===== config.mk =====
export PLATFORM = sky130hd
export DESIGN_NAME = j17_control
export DESIGN_NICKNAME = d
export VERILOG_FILES = /design/src/rtl/j17_pkg.sv /design/src/rtl/j17_decode.sv /design/src/rtl/j17_control.sv
export SDC_FILE = /design/constraint.sdc
export NUM_CORES = 1
export LEC_CHECK = 0
export BUFFER_PORTS_ARGS = -buffer_cell sky130_fd_sc_hd__buf_2
export CORE_MARGIN = 1
export CORE_UTILIZATION = 40
export CTS_CLUSTER_DIAMETER = 120
export DETAILED_ROUTE_END_ITERATION = 7
export PLACE_DENSITY = 0.73
export SYNTH_ARGS = -nofsm -noshare
export SYNTH_HDL_FRONTEND = slang
export SYNTH_HIERARCHICAL = 1
export SYNTH_SLANG_ARGS = --single-unit

===== constraint.sdc =====
create_clock -name clock -period 3.3 [get_ports clock]
set_input_delay 0.165 -clock clock [delete_from_list [all_inputs] [get_ports clock]]
set_output_delay 0.165 -clock clock [all_outputs]
set_load 0.005 [all_outputs]

===== src/rtl/j17_pkg.sv =====
// rtl/j17_pkg.sv - J17 control package: FSM states, opcode map, field positions, RAM encodings.
package j17_pkg;

    typedef enum logic [2:0] {
        S_IDLE,
        S_FETCH,
        S_DECODE,
        S_EXEC,
        S_MEM,
        S_WB,
        S_HALT
    } state_t;

    localparam logic [4:0] OP_ALU_LAST  = 5'h0B;
    localparam logic [4:0] OP_MOVI      = 5'h0C;
    localparam logic [4:0] OP_LOAD      = 5'h0D;
    localparam logic [4:0] OP_STORE     = 5'h0E;
    localparam logic [4:0] OP_HALT      = 5'h0F;
    localparam logic [4:0] OP_BR_BASE   = 5'h10;
    localparam logic [4:0] OP_ALUI_BASE = 5'h18;
    localparam logic [4:0] OP_ILLEGAL   = 5'h1F;

    localparam int OPC_MSB = 31;
    localparam int OPC_LSB = 27;
    localparam int OP1_MSB = 26;
    localparam int OP1_LSB = 22;
    localparam int OP2_MSB = 21;
    localparam int OP2_LSB = 0;

    localparam logic [1:0] RAM_NONE  = 2'd0;
    localparam logic [1:0] RAM_READ  = 2'd1;
    localparam logic [1:0] RAM_WRITE = 2'd2;

    // Control fields captured with the instruction and held until WB.
    typedef struct packed {
        logic [4:0] alucode;
        logic       im_control;
        logic       flag1;
        logic [1:0] writecode;
        logic [2:0] pc_control;
        logic [1:0] ramenable;
        logic       reg_write;
    } ctrl_t;

endpackage


===== src/rtl/j17_decode.sv =====
// rtl/j17_decode.sv - Combinational opcode to control-field decode for the J17 control unit.
module j17_decode
    import j17_pkg::*;
(
    input  logic [4:0] opcode,
    output logic [4:0] alucode,
    output logic       im_control,
    output logic       flag1,
    output logic [1:0] writecode,
    output logic [2:0] pc_control,
    output logic [1:0] ramenable,
    output logic       reg_write,
    output logic       stop,
    output logic       bad
);

    always_comb begin
        alucode    = '0;
        im_control = 1'b0;
        flag1      = 1'b0;
        writecode  = '0;
        pc_control = '0;
        ramenable  = RAM_NONE;
        reg_write  = 1'b0;
        stop       = 1'b0;
        bad        = 1'b0;
        if (opcode <= OP_ALU_LAST) begin
            alucode   = opcode;
            reg_write = 1'b1;
        end else if (opcode == OP_MOVI) begin
            im_control = 1'b1;
            writecode  = 2'd1;
            reg_write  = 1'b1;
        end else if (opcode == OP_LOAD) begin
            ramenable  = RAM_READ;
            im_control = 1'b1;
            flag1      = 1'b1;
            writecode  = 2'd1;
            reg_write  = 1'b1;
        end else if (opcode == OP_STORE) begin
            ramenable = RAM_WRITE;
        end else if (opcode == OP_HALT) begin
            stop = 1'b1;
        end else if (opcode == OP_ILLEGAL) begin
            stop = 1'b1;
            bad  = 1'b1;
        end else if (opcode < OP_ALUI_BASE) begin
            pc_control = opcode[2:0];
        end else begin
            // ALU immediate: operation selected by the low opcode bits
            alucode    = {2'b00, opcode[2:0]};
            im_control = 1'b1;
            reg_write  = 1'b1;
        end
    end

endmodule


===== src/rtl/j17_control.sv =====
// rtl/j17_control.sv - J17 multi-cycle control FSM; J17_PERF_CNT_EN adds cycle/retired counters.
module j17_control
    import j17_pkg::*;
(
    input  logic        clock,
    input  logic        reset,
    input  logic        run,
    input  logic [31:0] pc,
    output logic [31:0] imem_addr,
    output logic        instr_req,
    input  logic        instr_valid,
    input  logic [31:0] instr_data,
    input  logic        mem_ready,
    output logic [4:0]  alucode,
    output logic [4:0]  op1,
    output logic [21:0] op2,
    output logic        imControl,
    output logic        regenable,
    output logic        flag1,
    output logic [1:0]  ramenable,
    output logic [2:0]  pcControl,
    output logic [1:0]  writecode,
    output logic        pc_en,
    output logic        halted,
    output logic        illegal
`ifdef J17_PERF_CNT_EN
    ,
    output logic [31:0] cycle_cnt,
    output logic [31:0] retired_cnt
`endif
);

    state_t      state, next_state;
    ctrl_t       ctrl_q, dec_ctrl;
    logic [4:0]  op1_q;
    logic [21:0] op2_q;
    logic        stop_q, bad_q, illegal_q;

    logic [4:0] d_alucode;
    logic       d_im, d_flag1, d_reg_write, d_stop, d_bad;
    logic [1:0] d_writecode, d_ramenable;
    logic [2:0] d_pc_control;

    j17_decode u_decode (
        .opcode     (instr_data[OPC_MSB:OPC_LSB]),
        .alucode    (d_alucode),
        .im_control (d_im),
        .flag1      (d_flag1),
        .writecode  (d_writecode),
        .pc_control (d_pc_control),
        .ramenable  (d_ramenable),
        .reg_write  (d_reg_write),
        .stop       (d_stop),
        .bad        (d_bad)
    );

    assign dec_ctrl = {d_alucode, d_im, d_flag1, d_writecode, d_pc_control, d_ramenable, d_reg_write};

    always_ff @(posedge clock or posedge reset) begin
        if (reset) begin
            state     <= S_IDLE;
            ctrl_q    <= '0;
            op1_q     <= '0;
            op2_q     <= '0;
            stop_q    <= 1'b0;
            bad_q     <= 1'b0;
            illegal_q <= 1'b0;
        end else begin
            state <= next_state;
            // Capturing on the fetch handshake makes the fields visible from DECODE onward.
            if (state == S_FETCH && instr_valid) begin
                ctrl_q <= dec_ctrl;
                op1_q  <= instr_data[OP1_MSB:OP1_LSB];
                op2_q  <= instr_data[OP2_MSB:OP2_LSB];
                stop_q <= d_stop;
                bad_q  <= d_bad;
            end
            if (state == S_DECODE && bad_q) illegal_q <= 1'b1;
        end
    end

    always_comb begin
        next_state = state;
        imem_addr  = '0;
        instr_req  = 1'b0;
        alucode    = '0;
        op1        = '0;
        op2        = '0;
        imControl  = 1'b0;
        flag1      = 1'b0;
        writecode  = '0;
        pcControl  = '0;
        ramenable  = RAM_NONE;
        regenable  = 1'b0;
        pc_en      = 1'b0;
        case (state)
            S_IDLE:   if (run) next_state = S_FETCH;
            S_FETCH:  if (instr_valid) next_state = S_DECODE;
            S_DECODE: next_state = stop_q ? S_HALT : S_EXEC;
            S_EXEC:   next_state = (ctrl_q.ramenable != RAM_NONE) ? S_MEM : S_WB;
            S_MEM:    if (mem_ready) next_state = S_WB;
            S_WB:     next_state = S_FETCH;
            default:  next_state = S_HALT;
        endcase
        if (state == S_FETCH) begin
            instr_req = 1'b1;
            imem_addr = pc;
        end
        if (state == S_DECODE || state == S_EXEC || state == S_MEM || state == S_WB) begin
            alucode   = ctrl_q.alucode;
            op1       = op1_q;
            op2       = op2_q;
            imControl = ctrl_q.im_control;
            flag1     = ctrl_q.flag1;
            writecode = ctrl_q.writecode;
            pcControl = ctrl_q.pc_control;
        end
        if (state == S_MEM) ramenable = ctrl_q.ramenable;
        if (state == S_WB) begin
            regenable = ctrl_q.reg_write;
            pc_en     = 1'b1;
        end
    end

    assign halted  = (state == S_HALT);
    assign illegal = illegal_q;

`ifdef J17_PERF_CNT_EN
    always_ff @(posedge clock or posedge reset) begin
        if (reset) begin
            cycle_cnt   <= '0;
            retired_cnt <= '0;
        end else begin
            if (state != S_IDLE && state != S_HALT) cycle_cnt <= cycle_cnt + 32'd1;
            if (pc_en) retired_cnt <= retired_cnt + 32'd1;
        end
    end
`endif

endmodule


## Word-level counts from Yosys, hierarchy flattened

Cells that the tools add are included.

| word-level totals | value |
|---|---|
| flip-flop bits (word level) | 48 |
| input bits | 69 |
| output and inout bits | 78 |
| logic and storage cells | 98 |

| cells by class | value |
|---|---|
| magnitude comparators | 2 |
| eq/ne operators | 14 |
| muxes and demuxes | 61 |
| reduce and logical (&&, ||, !) cells | 8 |

Operator list:

| operator | number |
|---|---|
| two-way mux 5 bit | 8 |
| two-way mux 3 bit | 13 |
| two-way mux 32 bit | 1 |
| two-way mux 1 bit | 29 |
| two-way mux 22 bit | 1 |
| equality test 5 x 4 -> 1 bit (second input constant) | 4 |
| one-hot mux 3 bit (6 select lines) | 1 |
| two-way mux 2 bit | 8 |
| equality test 3 bit (second input constant) | 3 |
| equality test 3 x 2 -> 1 bit (second input constant) | 2 |
| inequality test 2 bit (second input constant) | 3 |
| equality test 5 bit (second input constant) | 1 |
| less-or-equal comparator 5 x 4 -> 1 bit (second input constant) | 1 |
| < comparator 5 bit (second input constant) | 1 |
| equality test 3 x 1 -> 1 bit (second input constant) | 1 |
| zero test 3 bit | 1 |
| logical OR 1 bit | 3 |
| AND reduction 3 bit | 1 |
| logical AND 1 bit | 2 |
| nonzero test 2 bit | 1 |

## Logic depth before layout (Yosys ltp)

Gate-level depths: netlist of run 1.

| logic depth | value |
|---|---|
| word-level depth | 8 |
| depth in mapped cells | 6 |

## Modules after synthesis

The synthesis of run 1 kept the hierarchy.

By module, submodules not included:

| module | instances | cells each | area an instance (um2) | seq. area each (um2) |
|---|---|---|---|---|
| j17_control | 1 | 208 | 2658.8 | 1201.2 |
| j17_decode | 1 | 35 | 217.7 | 0.0 |

## Least setup slack after synthesis of run 1

Ideal clock, no wire load.

| timing path | value |
|---|---|
| path type | reg-to-reg |
| start | reg state[1] |
| end | reg bad_q |
| setup time | 0.125 ns |
| arrival | 1.497 ns |
| data required time | 3.175 ns |
| setup slack | 1.678 ns |
| stages on the path, launching flop included | 7 |
| period minus slack after synthesis | 1.622 ns |
| cell sequence | dfrtp_1 -> buf_6 -> nor3b_4 -> and2_4 -> buf_12 -> buf_12 -> mux2_4 |

| on the way | value |
|---|---|
| cells in the longest elaborated chain, start to end | 2 |

RTL lines:

| item | RTL line | RTL |
|---|---|---|
| start: declaration | j17_control.sv:33 | `state_t state, next_state;` |
| start signal: assignment | j17_control.sv:69 | `state <= next_state;` |
| equality test 3 x 1 -> 1 bit | j17_control.sv:71 | `if (state == S_FETCH && instr_valid) begin` |
| logical AND 1 bit | j17_control.sv:71 |  |
| end signal: assignment | j17_control.sv:66 | `bad_q <= 1'b0;` |
| end signal: assignment | j17_control.sv:76 | `bad_q <= d_bad;` |
| end: declaration | j17_control.sv:37 | `logic stop_q, bad_q, illegal_q;` |

Every way passes these cells.
A chain may end at the register's enable or synchronous reset.

## Final worst setup path of run 1

| timing path | value |
|---|---|
| start | reg state[1] |
| end | out op2[9] |

| on the way | value |
|---|---|
| cells in the longest elaborated chain, start to end | 5 |
| elaborated cells on any way between the ends | 8 |
| those cells by class | eq/ne: 4; mux: 1; reduce/logical: 3 |

RTL lines:

| item | RTL line | RTL |
|---|---|---|
| equality test 3 x 2 -> 1 bit | j17_control.sv:109 | `if (state == S_DECODE \|\| state == S_EXEC \|\| state == S_MEM \|\| state == S_WB) begin` |
| logical OR 1 bit (2 in a row) | j17_control.sv:109 |  |
| logical OR 1 bit * | j17_control.sv:109 |  |
| two-way mux 22 bit * | j17_control.sv:109 |  |
| end: declaration | j17_control.sv:16 | `output logic [21:0] op2,` |

Every way passes the cells marked *; elsewhere a longest branch is shown, timed or not.

==> impl_metrics.toml, run 1 <==
[grt]
grt_antenna_before_repair = 0
grt-ovfl-total = 0
grt_pass1_wl_mm = 9.60
grt_max_degree = 49
track_usage = 0.163
first_global_vias = 2015

[layout]
diodes = 0
fin_nets = 449
multiInputGateArea_um2 = 1500
ff_latch_area_um2 = 1200
drive_above_1_share = 0.542
syn_to_final_growth_pct = 27.6
n_fill_cell = 653

[die]
pin_count = 147
dieArea_um2 = 7530
initial_core_util = 0.419
dieHeight_um = 86.8
rows = 30
die_w_um = 86.8
core_um2 = 6870

[pwr]
irDropWorstVdd_v = 0.000325
power_switching_uw = 972
clkPwrFrac = 0.140
seqPwrFrac = 0.346
p_per_area_nw_per_um2 = 817
internal-power_uw = 2030
switching_share = 0.324
p_leak_uw = 0.00202
comb_power_share = 0.514

[timing]
final.setup_skew_ns = 0.0119
setup_viol = 0
hold_viol_final = 0
grt_setup_unrepaired = "false"
period_needed_ns = 2.23
drv_slew = 0
fin_setup_tns_ns = 0
hold_ws_ns = 0.0874
tightest_slew_ns = 1.00
period_share = 0.676
slew_headroom = 0.331
fmax_mhz = 448

[critical_path]
cp_top_family = "adder cells"
cp_max_fo = 39
critical_path_class = "flop to output port"
critPathBufInv = 1
end_kind = "output port"
rrSetupSlack_ns = 1.22
path_cells = "ha_1, and2_1, buf_2"
cp-start-kind = "flop"
r2r_end = "ctrl_q[3]"
critical-path-max-stage-delay_ns = 0.93
reg2reg_depth = 3
worstPathRequired_ns = 3.13
crit_arrival_ns = 2.07
r2r_start = "state[0]"
worst_path_max_delay_cell = "ha_1"

[synth]
synth.most_common_cell = "and2_1"
yosys.area.top_type_share = 0.418
ys_seq_elements = 48
synth.distinct_cells = 39
syn_avg_cell_area_um2 = 11.8
yosysSeqAreaShare = 0.418
yosys_warnings = 6
synth_edf_count = 0
syn_area_um2 = 2880
ys.flop_type = "dfrtp_1"
async_flop_share = 1.00
yosys-top-cells-count = "and2_1, dfrtp_1, mux2_4"
synth_area_leaders = "dfrtp_1, mux2_4, and2_1"
syn_inst = 243
synth.largest_area_cell = "dfrtp_1"

[clock_tree]
htreeDepth = 2
cts.hold.buffers_added = 0
cts.sinks = 48
clk_latency_ns = 0.30
cts-root-buf = "clkbuf_8"
clockBufferDepth = 2
cts_tree = "done"
cts-buffers-inserted = 5
post_cts_buffers = 0
path_clk_slew_ns = 0.09
cts-resized-gates = 0

[routing]
drt_iter0_drc = 43
vias_per_cell = 4.43
drc = 0
wl_per_cell_um = 12.9
drt_pass1_iterations = 4
via_count = 2109
final_antenna_net_count = 0
drt-total-wl_mm = 6.14

[min_path]
hold_path_class = "input pin to flop"
hold_end = "op2_q[16]"
holdPathStages = 2
hp-start = "instr_data[16]"

[placement]
place.gp.congestion = 0.770
hpwl_mm = 4.46
io_buffers = 146

[job]
maxCapViolCount = 0

[outcome]
run_status = "finished clean"
==> through the flow <==
stage / std cells / total power (uW) / utilization / instance area, um2 / worst slack [ns]
finish: 476 / 3000 / 0.534 / 3670 / 1.07
global route: 476 / 3230 / 0.534 / 3670 / 0.842
CTS: 476 / 3050 / 0.534 / 3670 / 1.01
detailed placement: 468 / 2610 / 0.519 / 3560 / 1.22
global placement: 468 / 2570 / 0.519 / 3560 / 1.23
floorplan: 244 / 2150 / - / 2880 / 1.68
==> worst max-delay path by stage <==
stage / startpoint / end / slack [ns] / cells past startpoint
floorplan: state[1] / bad_q / 1.68 / 6
global placement: state[0] / ctrl_q[3] / 1.23 / 3
detailed placement: state[0] / op1_q[2] / 1.22 / 3
CTS: state[1] / alucode[0] / 1.01 / 3
global route: state[2] / writecode[0] / 0.84 / 3
finish: state[1] / op2[9] / 1.07 / 3
==> power by group through the flow <==
stage	registers (uW)	clock network (uW)	logic, uW
3_3_place_gp	1040	0	1540
2_1_floorplan	960	0	1190
3_5_place_dp	1040	0	1570
6_report	1040	420	1540
5_1_grt	1070	455	1710
4_1_cts	1040	435	1580
==> placed cells by master, fill, tap and decap left out, drive strengths merged, types with 3 or more instances in the layout <==
cell    count
nor2b       8
o21ai       4
mux2       44
buf       147
nor2        7
and2       80
clkbuf      6
nand2b      3
dfrtp      48
nand2       5
==> layout make-up <==
type,instances,share of cell area
clock buffers,6,0.0198
multi-input cells,175,0.408
flip-flops and latches,48,0.327
clock inverters,2,0.00954
well taps,96,0.0327
repair buffers,147,0.201
inverters,2,0.00204
==> per-layer routing <==
layer  global-route usage  share of wire
met5                    0              0
met4               0.0364         0.0036
met3               0.0362          0.045
met2                0.283           0.50
met1                0.206           0.45
==> cell families after synthesis <==
group                      share of synthesized area
AOI/OAI and AO/OA                             0.0339
xor gates and xnor gates                     0.00305
adders and majority gates                    0.00435
buffers and inverters                         0.0635
DFF                                            0.418
muxes                                          0.228
other                                        0.00130
and+or+nand+nor                                0.248
==> flip-flops by register name (all words and copies together) (netlist names) <==
signal,flops
illegal,1
op1_q,5
bad_q,1
stop_q,1
ctrl_q,15
op2_q,22
state,3
Power figures use the tool's default switching activity.
==> run 2: changes to the inputs <==
==> constraint.sdc (replaced) <==
create_clock -name clock -period 2.2 [get_ports clock]
set_input_delay 0.11 -clock clock [delete_from_list [all_inputs] [get_ports clock]]
set_output_delay 0.11 -clock clock [all_outputs]
set_load 0.005 [all_outputs]
==> run 2 against run 1 <==
  * Setup slack worse by 0.68 ns
  * Register-to-register slack worse by 0.83 ns
  * Flip-flop and latch count unchanged
  * Sequential share of layout area down 0.71 points
  * Critical endpoint is now ctrl_q[3]
  * Via count up 2.3%
  * Clock-buffer cell count down 1
  * Combinational power up 55%
  * Cell count up 1.1%
  * Critical path type is now flop to flop
  * Wire length up 0.62%
  * Non-clock buffer count up 6
==> impl_metrics.toml, run 2 (synthesis gave the netlist of run 1 again) <==
[clock_tree]
post_cts_buffers = 0
cts-root-buf = "clkbuf_8"
cts.hold.buffers_added = 1
clockBufferDepth = 2
cts-resized-gates = 0
htreeDepth = 2
path_clk_slew_ns = 0.09
cts_tree = "done"
cts-buffers-inserted = 5
clk_latency_ns = 0.30
cts.sinks = 48

[critical_path]
critPathBufInv = 1
path_cells = "nor3b_4, and2_4, buf_12, mux2_2"
worstPathRequired_ns = 2.38
end_kind = "flop"
crit_start = "state[0]"
cp_top_family = "flip-flops"
critical_path_class = "flop to flop"
cp_max_fo = 44
critical-path-max-stage-delay_ns = 0.56
crit_end = "ctrl_q[3]"
rrSetupSlack_ns = 0.39
r2r_end = "ctrl_q[3]"
reg2reg_depth = 4
r2r_start = "state[0]"
cp-start-kind = "flop"
worst_path_max_delay_cell = "dfrtp_1"
crit_arrival_ns = 2.00
crit_cells = 4

[die]
rows = 30
core_um2 = 6870
dieArea_um2 = 7530
dieHeight_um = 86.8
initial_core_util = 0.419
die_w_um = 86.8
pin_count = 147

[placement]
place_inst = 473
hpwl_mm = 4.62
place.gp.congestion = 0.785
io_buffers = 146

[timing]
setup_viol = 0
drv_slew = 0
fin_setup_tns_ns = 0
period_share = 0.823
fmax_mhz = 552
grt_setup_unrepaired = "false"
period_needed_ns = 1.81
hold_viol_final = 0
final.setup_skew_ns = 0.00978

[grt]
first_global_vias = 2072
grt_pass1_wl_mm = 9.71
grt-ovfl-total = 0
grt_antenna_before_repair = 0
track_usage = 0.165
grt_max_degree = 45

[layout]
fin_nets = 455
drive_above_1_share = 0.548
finalNonFillerCells = 481
registers.top_by_ff_count = "op2_q"
diodes = 0
n_fill_cell = 612
largest_reg_flops = 22
layout_common_cells = "buf_2, and2_1, dfrtp_1"
final_common_cell = "buf_2"
top_regs = "op2_q (22), ctrl_q (15), op1_q (5)"
syn_to_final_growth_pct = 30.4

[job]
maxCapViolCount = 0

[outcome]
run_status = "finished clean"

[routing]
drc = 0
via_count = 2157
drt_pass1_iterations = 4
wl_per_cell_um = 12.8
drt_iter0_drc = 94
drt-total-wl_mm = 6.18
final_antenna_net_count = 0
vias_per_cell = 4.48

[min_path]
hold_path_class = "input pin to flop"
holdPathStages = 2

[pwr]
p_per_area_nw_per_um2 = 1240
irDropWorstVdd_v = 0.000557
p_leak_uw = 0.00206
==> run 2: worst min path at each step <==
stage | from | endpoint | slack, ns
global placement | reset | op1_q[4] | -0.01
global route | instr_data[16] | op2_q[16] | 0.02
CTS | instr_data[16] | op2_q[16] | 0.03
detailed placement | reset | op1_q[4] | -0.009
floorplan | instr_data[22] | op1_q[0] | 0.26
finish | instr_data[19] | op2_q[19] | 0.03
==> run 2: final cells by class <==
class,count,area (um2),area share
sequential,48,1200,0.320
inverter,2,7.51,0.00200
timing repair buffer,153,798,0.213
clock inverter,2,60.1,0.0160
clock buffer,5,68.8,0.0183
tap,96,120,0.0320
multi-input combinational,175,1500,0.399
==> run 2: power by group <==
group	leakage [uW]	switching [uW]	internal (uW)
clock network	0.0000642	287	447
logic	0.00141	922	1460
registers	0.000592	267	1280
==> run 2: stage by stage <==
step	utilization	worst slack (ns)	total power [uW]	instance area [um2]	hold WS, ns
3_5_place_dp	0.526	0.414	3980	3610	-0.00903
4_1_cts	0.546	0.401	4730	3750	0.0293
3_3_place_gp	0.526	0.465	3920	3610	-0.0101
5_1_grt	0.546	0.294	5040	3750	0.0152
6_report	0.546	0.388	4670	3750	0.0327
2_1_floorplan	-	0.578	3230	2880	0.258
==> run 2: routing by layer <==
layer | vias up | GRT usage | wire, um
li1 | 1068 | - | -
met1 | 1007 | 0.221 | 2790
met2 | 74 | 0.266 | 2960
met3 | 8 | 0.0419 | 357
met4 | 0 | 0.0424 | 73
met5 | - | 0 | 0
==> run 3: changes to the inputs <==
--- a/config.mk
+++ b/config.mk
@@ -10,7 +10,7 @@
 export CORE_UTILIZATION = 40
 export CTS_CLUSTER_DIAMETER = 120
 export DETAILED_ROUTE_END_ITERATION = 7
-export PLACE_DENSITY = 0.73
+export PLACE_DENSITY = 0.76
 export SYNTH_ARGS = -nofsm -noshare
 export SYNTH_HDL_FRONTEND = slang
 export SYNTH_HIERARCHICAL = 1
==> constraint.sdc (replaced) <==
create_clock -name clock -period 1.59 [get_ports clock]
set_input_delay 0.0795 -clock clock [delete_from_list [all_inputs] [get_ports clock]]
set_output_delay 0.0795 -clock clock [all_outputs]
set_load 0.005 [all_outputs]
==> run 3 against run 2 <==
  * The flow now finishes with violations (setup timing)
  * Die area is the same
  * Setup slack got worse by 0.43 ns
  * Critical path depth is the same
  * Design area is 9.8% higher
  * Core utilization rose by 5.3 points
  * Clock-buffer cell count is 1 higher
  * Flip-flop and latch count stayed put
  * Largest cell class unchanged
==> impl_metrics.toml, run 3 (synthesis gave the netlist of run 1 again) <==
[clock_tree]
cts-buffers-inserted = 5
htreeDepth = 2
cts_tree = "done"
path_clk_slew_ns = 0.09
clockBufferDepth = 2
cts-root-buf = "clkbuf_8"
clk_latency_ns = 0.29
cts.sinks = 48

[pwr]
irDropWorstVdd_v = 0.000773
power.total_uw = 7030
p_leak_uw = 0.00222
p_per_area_nw_per_um2 = 1710

[die]
dieArea_um2 = 7530
rows = 30
core_um2 = 6870
initial_core_util = 0.419
die_w_um = 86.8
pin_count = 147
dieHeight_um = 86.8

[timing]
setup_viol = 69
hold_viol_final = 0
worst_slack_ns = -0.0445
fmax_mhz = 612
period_needed_ns = 1.63
drv_slew = 0
final.setup_skew_ns = 0.00353
grt_setup_unrepaired = "true"
period_share = 1.03

[layout]
fin_nets = 480
diodes = 0
fin_area_um2 = 4120
top_regs = "op2_q (22), ctrl_q (15), op1_q (5)"
largest_reg_flops = 22
drive_above_1_share = 0.582
layout_common_cells = "buf_2, and2_1, dfrtp_1"
registers.top_by_ff_count = "op2_q"
final_common_cell = "buf_2"
syn_to_final_growth_pct = 43.2

[routing]
wl_per_cell_um = 13.7
drc = 0
drt_iter0_drc = 52
drt_pass1_iterations = 4
vias_per_cell = 4.46
via_count = 2261
drt-total-wl_mm = 6.95
final_antenna_net_count = 0

[grt]
track_usage = 0.165
grt-ovfl-total = 0
grt_antenna_before_repair = 0
first_global_vias = 2052
grt_max_degree = 40
grt_pass1_wl_mm = 9.55

[critical_path]
worst_path_max_delay_cell = "dfrtp_2"
cp_max_fo = 6
critical_path_class = "flop to output port"
worstPathRequired_ns = 1.51
critPathBufInv = 2
cp-start-kind = "flop"
crit_arrival_ns = 1.56
cp_top_family = "flip-flops"
crit_top_cell = "buf_2"
end_kind = "output port"
path_cells = "ha_4, buf_2, and2_1, buf_2"
critical-path-max-stage-delay_ns = 0.48

[placement]
dpl-instance-area_um2 = 3700
place.gp.congestion = 0.742
hpwl_mm = 4.64
io_buffers = 146

[outcome]
run_status = "finished, violations left"
violations = "setup timing"

[min_path]
hold_path_class = "input pin to flop"

[job]
maxCapViolCount = 0
## run 3: cell count changes in the layout (fill, tap and decap cells not counted), sizes merged
cell / before / now
buf: 152 / 164
bufinv: 2 / 0
clkbuf: 5 / 8
clkinv: 0 / 2
dlygate4sd3: 1 / 12
## run 3: report_power, final
group          switching [uW]  internal, uW  leakage [uW]
registers                 343          1780      0.000590
clock network             394           348     0.0000510
logic                    1560          2610       0.00158
total                    2290          4740       0.00222
## run 3: worst reg2reg max path, stage by stage, from the launching register on
cell	delay (ns)
dfrtp_2	0.47
nor3b_4	0.26
and2_4	0.29
buf_12	0.19
mux2_4	0.31
## run 3: timing repair
action,in CTS,in global routing
setup endpoints to repair,74,116
hold endpoints to repair,27,2
cloned,0,4
setup buffers,1,3
hold buffers,10,2
resized for setup,6,21
pin swaps,3,1
## run 3: metal layers
metal,track usage,share of wire
met3,0.0371,0.045
met2,0.289,0.51
met4,0.0530,0.014
met5,0,0
met1,0.201,0.43
## run 3: cell type report
type / instances / area, um2
Clock inverter: 2 / 10.0
Clock buffer: 6 / 82.6
Tap cell: 96 / 120
Timing Repair Buffer: 178 / 1140
Fill cell: 568 / 2750
Inverter: 2 / 7.51
Multi-Input combinational cell: 175 / 1550
Sequential cell: 48 / 1200
## run 3: through the flow
step           std cells  worst slack (ns)   util  hold slack (ns)  setup TNS, ns
3_5_place_dp         479           -0.0346  0.538            0.109        -0.0346
4_1_cts              498           -0.0260  0.571         0.000902         -0.408
2_1_floorplan        244           -0.0320      -            0.228          -1.28
6_report             507           -0.0445  0.600           0.0130          -1.07
3_3_place_gp         479          -0.00769  0.538            0.105       -0.00769
5_1_grt              507            -0.103  0.600         0.000172          -8.04
## run 3: worst paths after layout
check,slack [ns],from,cells after the start,to
worst min register to register,0.47,illegal,1,illegal
worst max register to register,-0.04,state[2],4,op2_q[6]
max in group asynchronous,0.71,reset,4,op2_q[13]
worst min-delay path,0.01,instr_data[23],2,op1_q[1]
worst max-delay path,-0.04,state[1],4,op1[2]
min in group asynchronous,0.32,reset,3,ctrl_q[4]
